File: src/rtl/nfcv2_page_buffer_reader_pkg.sv
// Shared types and constants for the NFC v2 page-buffer reader.
package nfcv2_page_buffer_reader_pkg;

    typedef enum logic [1:0] {
        IDLE  = 2'd0,
        ISSUE = 2'd1,
        DRAIN = 2'd2
    } state_e;

    localparam int unsigned FIFO_DEPTH = 3;
    localparam int unsigned FIFO_CNT_W = 2;
    localparam int unsigned FIFO_PTR_W = 2;

    // Circular pointer advance over a non-power-of-two depth.
    function automatic logic [FIFO_PTR_W-1:0] fifo_ptr_inc(input logic [FIFO_PTR_W-1:0] ptr);
        if (ptr == FIFO_PTR_W'(FIFO_DEPTH - 1)) begin
            return '0;
        end
        return ptr + FIFO_PTR_W'(1);
    endfunction

endpackage

File: src/rtl/nfcv2_pbr_out_fifo.sv
// Three-entry output FIFO holding {last, data} words captured from the page buffer.
module nfcv2_pbr_out_fifo
    import nfcv2_page_buffer_reader_pkg::*;
#(
    parameter int unsigned WIDTH = 33
) (
    input  logic                  clk,
    input  logic                  rst,
    input  logic                  push,
    input  logic [WIDTH-1:0]      push_data,
    input  logic                  pop,
    output logic                  out_valid,
    output logic [WIDTH-1:0]      out_data,
    output logic [FIFO_CNT_W-1:0] count
);

    logic [WIDTH-1:0]      mem_q [FIFO_DEPTH];
    logic [WIDTH-1:0]      mem_d [FIFO_DEPTH];
    logic [FIFO_PTR_W-1:0] wr_ptr_q, wr_ptr_d;
    logic [FIFO_PTR_W-1:0] rd_ptr_q, rd_ptr_d;
    logic [FIFO_CNT_W-1:0] cnt_q, cnt_d;
    logic                  do_push;
    logic                  do_pop;

    // A push into a full FIFO is only taken when a pop frees the slot that same cycle.
    always_comb begin
        mem_d    = mem_q;
        wr_ptr_d = wr_ptr_q;
        rd_ptr_d = rd_ptr_q;
        cnt_d    = cnt_q;
        do_pop   = pop && (cnt_q != '0);
        do_push  = push && ((cnt_q != FIFO_CNT_W'(FIFO_DEPTH)) || do_pop);

        if (do_push) begin
            mem_d[wr_ptr_q] = push_data;
            wr_ptr_d        = fifo_ptr_inc(wr_ptr_q);
        end
        if (do_pop) begin
            rd_ptr_d = fifo_ptr_inc(rd_ptr_q);
        end

        unique case ({do_push, do_pop})
            2'b10:   cnt_d = cnt_q + FIFO_CNT_W'(1);
            2'b01:   cnt_d = cnt_q - FIFO_CNT_W'(1);
            default: cnt_d = cnt_q;
        endcase
    end

    always_ff @(posedge clk or posedge rst) begin
        if (rst) begin
            mem_q    <= '{default: '0};
            wr_ptr_q <= '0;
            rd_ptr_q <= '0;
            cnt_q    <= '0;
        end else begin
            mem_q    <= mem_d;
            wr_ptr_q <= wr_ptr_d;
            rd_ptr_q <= rd_ptr_d;
            cnt_q    <= cnt_d;
        end
    end

    assign out_valid = (cnt_q != '0);
    assign out_data  = mem_q[rd_ptr_q];
    assign count     = cnt_q;

endmodule

File: src/rtl/nfcv2_page_buffer_reader.sv
// Streams cmd_len words from a page-buffer read port, starting at cmd_addr, into a valid/ready sink.
module nfcv2_page_buffer_reader
    import nfcv2_page_buffer_reader_pkg::*;
#(
    parameter int unsigned ADDR_WIDTH = 13,
    parameter int unsigned DATA_WIDTH = 32,
    parameter int unsigned LEN_WIDTH  = 14
) (
    input  logic                  clk,
    input  logic                  rst,
    input  logic                  cmd_valid,
    output logic                  cmd_ready,
    input  logic [ADDR_WIDTH-1:0] cmd_addr,
    input  logic [LEN_WIDTH-1:0]  cmd_len,
    output logic                  enb,
    output logic [ADDR_WIDTH-1:0] addrb,
    input  logic [DATA_WIDTH-1:0] doutb,
    output logic                  m_valid,
    input  logic                  m_ready,
    output logic [DATA_WIDTH-1:0] m_data,
    output logic                  m_last,
    output logic                  busy
);

    localparam int unsigned OCC_W   = FIFO_CNT_W + 1;
    localparam int unsigned ENTRY_W = DATA_WIDTH + 1;

    state_e                state_q, state_d;
    logic [ADDR_WIDTH-1:0] addr_q, addr_d;
    logic [LEN_WIDTH-1:0]  len_q, len_d;
    logic [LEN_WIDTH-1:0]  issued_q, issued_d;
    logic                  inflight_q, inflight_d;
    logic                  inflight_last_q, inflight_last_d;

    logic                  fifo_valid;
    logic [ENTRY_W-1:0]    fifo_data;
    logic [FIFO_CNT_W-1:0] fifo_count;
    logic [OCC_W-1:0]      occupancy;
    logic                  issue_ok;
    logic                  last_issue;
    logic                  pop;

    // Flow control uses only registered occupancy and in-flight state, so m_ready never reaches enb.
    assign occupancy  = OCC_W'(fifo_count) + OCC_W'(inflight_q);
    assign issue_ok   = (state_q == ISSUE) && (occupancy < OCC_W'(FIFO_DEPTH));
    assign last_issue = (issued_q == len_q - LEN_WIDTH'(1));
    assign pop        = fifo_valid && m_ready;

    always_comb begin
        state_d         = state_q;
        addr_d          = addr_q;
        len_d           = len_q;
        issued_d        = issued_q;
        inflight_d      = 1'b0;
        inflight_last_d = 1'b0;

        unique case (state_q)
            IDLE: begin
                if (cmd_valid && (cmd_len != '0)) begin
                    addr_d   = cmd_addr;
                    len_d    = cmd_len;
                    issued_d = '0;
                    state_d  = ISSUE;
                end
            end
            ISSUE: begin
                if (issue_ok) begin
                    inflight_d      = 1'b1;
                    inflight_last_d = last_issue;
                    addr_d          = addr_q + ADDR_WIDTH'(1);
                    issued_d        = issued_q + LEN_WIDTH'(1);
                    if (last_issue) begin
                        state_d = DRAIN;
                    end
                end
            end
            DRAIN: begin
                if (pop && m_last) begin
                    state_d = IDLE;
                end
            end
            default: state_d = IDLE;
        endcase
    end

    always_ff @(posedge clk or posedge rst) begin
        if (rst) begin
            state_q         <= IDLE;
            addr_q          <= '0;
            len_q           <= '0;
            issued_q        <= '0;
            inflight_q      <= 1'b0;
            inflight_last_q <= 1'b0;
        end else begin
            state_q         <= state_d;
            addr_q          <= addr_d;
            len_q           <= len_d;
            issued_q        <= issued_d;
            inflight_q      <= inflight_d;
            inflight_last_q <= inflight_last_d;
        end
    end

    // Read data returns one cycle after enb; the in-flight flag marks that capture cycle.
    nfcv2_pbr_out_fifo #(
        .WIDTH (ENTRY_W)
    ) u_out_fifo (
        .clk       (clk),
        .rst       (rst),
        .push      (inflight_q),
        .push_data ({inflight_last_q, doutb}),
        .pop       (pop),
        .out_valid (fifo_valid),
        .out_data  (fifo_data),
        .count     (fifo_count)
    );

    assign cmd_ready = (state_q == IDLE);
    assign busy      = (state_q != IDLE);
    assign enb       = issue_ok;
    assign addrb     = addr_q;
    assign m_valid   = fifo_valid;
    assign m_data    = fifo_data[DATA_WIDTH-1:0];
    assign m_last    = fifo_data[DATA_WIDTH] & fifo_valid;

endmodule

File: config.mk
export PLATFORM = sky130hd
export DESIGN_NAME = nfcv2_page_buffer_reader
export DESIGN_NICKNAME = d
export VERILOG_FILES = /design/src/rtl/nfcv2_page_buffer_reader_pkg.sv /design/src/rtl/nfcv2_pbr_out_fifo.sv /design/src/rtl/nfcv2_page_buffer_reader.sv
export SDC_FILE = /design/constraint.sdc
export NUM_CORES = 1
export LEC_CHECK = 0
export ABC_AREA = 1
export ABC_CLOCK_PERIOD_IN_PS = 5100
export CAP_MARGIN = 20
export CORE_MARGIN = 10
export CORE_UTILIZATION = 45
export CTS_CLUSTER_SIZE = 12
export DETAILED_ROUTE_END_ITERATION = 12
export PLACE_DENSITY = 0.76
export SYNTH_ARGS = -nofsm -noshare
export SYNTH_HDL_FRONTEND = slang
export SYNTH_SLANG_ARGS = --single-unit
File: constraint.sdc
create_clock -name clk -period 5.1 [get_ports clk]
set_input_delay 0.51 -clock clk [delete_from_list [all_inputs] [get_ports clk]]
set_output_delay 0.51 -clock clk [all_outputs]
set_load 0.05 [all_outputs]
==> results.sh <==
export IMPL_outcome="complete, no violations"
export IMPL_start_kind="flip-flop"
export IMPL_cts_tree="done"
export IMPL_final_common_cell="nand2_1"
export IMPL_worstSkewPairLatency_ns=0.42
export IMPL_finClkSkew_ns=0.0104
export IMPL_yosysWarnings=0
export IMPL_crit_path_cell_trace="nor2_2 -> buf_4 -> nand2_1 -> nand3_1 -> nand2_1 -> inv_1 -> clkdlybuf4s50_1"
export IMPL_dieWidth_um=149
export IMPL_drt_pass1_iterations=5
export IMPL_crit_buf_inv=3
export IMPL_wire_per_inst_um=14.3
export IMPL_synth_cells=941
export IMPL_detail_route_antenna_nets=0
export IMPL_vias=6369
export IMPL_port_buffers=112
export IMPL_num_rows=47
export IMPL_layout_drive_gt1_share_pct=6.11
export IMPL_routed_via_density=5.03
export IMPL_avgSynthCellArea_sq_um=7.96
export IMPL_grt_pass1_vias=6227
export IMPL_start_util_pct=45.5
export IMPL_cp_slowest_cell="clkdlybuf4s50_1"
export IMPL_grt_pass1_wl_mm=30.9
export IMPL_fmax_mhz=303
export IMPL_path_common_cell="nand2_1"
export IMPL_critPathLaunch="u_out_fifo.rd_ptr_q[0]"
export IMPL_io_pins=113
export IMPL_grt_ovfl_total=0
export IMPL_hold_slack_ns=0.367
export IMPL_slew_viol_final=0
export IMPL_synth_seq_cells=150
export IMPL_cts_setup_buffers=0
export IMPL_peakVddDrop_v=0.000246
export IMPL_r2r_start="state_q[1]"
export IMPL_syn_num_nets=1010
export IMPL_fin_crit_sh_pct=64.8
export IMPL_grtUsageTotal_pct=16.8
export IMPL_clock_sinks=150
export IMPL_hold_viol=0
export IMPL_fillers=1530
export IMPL_layout_common_cells="282 x nand2_1, 150 x dfrtp_1, 117 x o21ai_0"
export IMPL_worstPathRequired_ns=4.59
export IMPL_cts_buffers=17
export IMPL_use_met1_pct=21.8
export IMPL_antenna_found_initial=1
export IMPL_root_buffer="clkbuf_16"
export IMPL_min_path_type="in2async"
export IMPL_grt_max_degree=116
export IMPL_synth_area_leaders="dfrtp_1 50%, nand2_1 14%, o21ai_0 7.8%"
export IMPL_grt_busiest_layer="met2"
export IMPL_clk_path_buf_depth=2
export IMPL_max_cap_violations=0
export IMPL_setup_viol=0
export IMPL_die_h_um=149
export IMPL_use_met2_pct=26.7
export IMPL_yosysTopAreaCell="dfrtp_1"
export IMPL_rsz0062_at_grt="no"
export IMPL_crit_type="reg2out"
export IMPL_drt_iter0_markers=469
export IMPL_p_per_area_nw_per_um2=313
export IMPL_core_area_sq_um=16500
export IMPL_setup_tns_ns=0
export IMPL_syn_to_final_growth_pct=24.9
export IMPL_synth_top_area_share_pct=50.1
export IMPL_hold_buffers=0
export IMPL_clk_pin_slew_ns=0.06
export IMPL_p_leak_uw=0.00433
export IMPL_use_met3_pct=5.31
export IMPL_tightest_slew_ns=0.707
export IMPL_finalNetCount=1104
export IMPL_dieArea_sq_um=22200
export IMPL_antennaDiodeCount=0
export IMPL_critical_path_max_stage_delay_ns=0.80
export IMPL_worst_slew_margin_rel_pct=52.9
export IMPL_cts_htree_levels=4
export IMPL_synth_area_sq_um=7490
export IMPL_worstPathArrival_ns=2.79
export IMPL_post_cts_resized=0
export IMPL_dpl_hpwl_mm=12.5
export IMPL_worst_path_max_fanout=34
export IMPL_wl_mm=18.1
export IMPL_drc=0
export IMPL_ys_seq_area_share_pct=50.1
export IMPL_fin_crit_ns=3.30
export IMPL_ys_types=44
export IMPL_endpoint_kind="output pin"
export IMPL_critPathTopFamily="buffers and inverters"
export IMPL_gp_congestion=0.858
-- Yosys cell counts (all sizes together) --
| cell type | instances |
|---|---|
| a22oi | 1 |
| inv | 92 |
| nor3 | 15 |
| o21ai | 133 |
| nand3 | 102 |
| nand3b | 1 |
| or2 | 3 |
| xnor3 | 1 |
| buf | 21 |
| o211ai | 4 |
| nor4 | 2 |
| dfrtp | 150 |
| a31oi | 4 |
| nor2 | 48 |
| xnor2 | 4 |
| mux2i | 1 |
| a311oi | 1 |
| nand4 | 6 |
| xor2 | 15 |
| clkbuf | 24 |
| a21oi | 16 |
| nand2 | 283 |
| o31ai | 5 |
| ha | 6 |
| a211oi | 1 |
| o22ai | 2 |
-- routing by layer --
| layer | vias up | share of wire (%) |
|---|---|---|
| met2 | 170 | 47 |
| met3 | 17 | 6.8 |
| met5 | - | 0.10 |
| met1 | 2931 | 46 |
| li1 | 3249 | - |
| met4 | 2 | 0.81 |
-- stage by stage --
stage	total power [uW]	util, %	cells	instance area, sq um	setup slack, ns
2_1_floorplan	1500	-	941	7490	0.554
4_1_cts	2960	56.7	1266	9330	1.77
3_5_place_dp	1660	53.0	1235	8720	2.23
5_1_grt	3060	56.8	1267	9360	1.62
6_report	2930	56.8	1267	9360	1.80
3_3_place_gp	1640	52.9	1234	8710	1.92
-- cells by family after synthesis --
group	after synthesis	synth area share, %
buf+inv	137	8.00
mux	1	0.134
compound gates	167	12.3
fa+ha+maj	6	1.00
xor+xnor	20	2.52
flops	150	50.1
simple gates	460	25.9
-- worst reg2reg max path: cells and delay by family, from the launching register on --
kind            cells  cell delay (ns)
simple gates        4             1.19
buf+inv             3             0.64
flops               1             0.42
compound gates      1             0.07
-- registers in the layout, indices dropped and copies added, names as in the netlist --
register	flops
len_q	14
issued_q	14
u_out_fifo.rd_ptr_q	2
inflight_last_q	1
u_out_fifo.mem_q	99
inflight_q	1
u_out_fifo.wr_ptr_q	2
state_q	2
u_out_fifo.count	2
addrb	13
-- where the power goes --
group	leakage, uW	internal, uW	switching [uW]	total [uW]
clock	0.000301	820	476	1300
combinational	0.00207	115	273	389
sequential	0.00196	1210	38.4	1250
total	0.00433	2140	787	2930
-- area by class of cell --
class	count	area, sq um	area share [%]
clock buffer	24	492	5.25
clock inverter	7	118	1.26
inverter	92	350	3.74
multi-input combinational	654	3160	33.8
sequential	150	3750	40.1
tap	220	275	2.94
timing repair buffer	120	1210	12.9
-- worst paths after layout --
kind | slack [ns] | endpoint | cells past startpoint
min reg2reg | 0.48 | u_out_fifo.mem_q[78] | 2
min | 0.37 | u_out_fifo.mem_q[26] | 2
min in group clk | 0.48 | u_out_fifo.mem_q[78] | 2
max | 1.80 | m_last | 7
max reg2reg | 2.65 | issued_q[11] | 8
max in group asynchronous | 3.52 | u_out_fifo.mem_q[62] | 4
No activity file was read; power rests on OpenSTA's default activity.
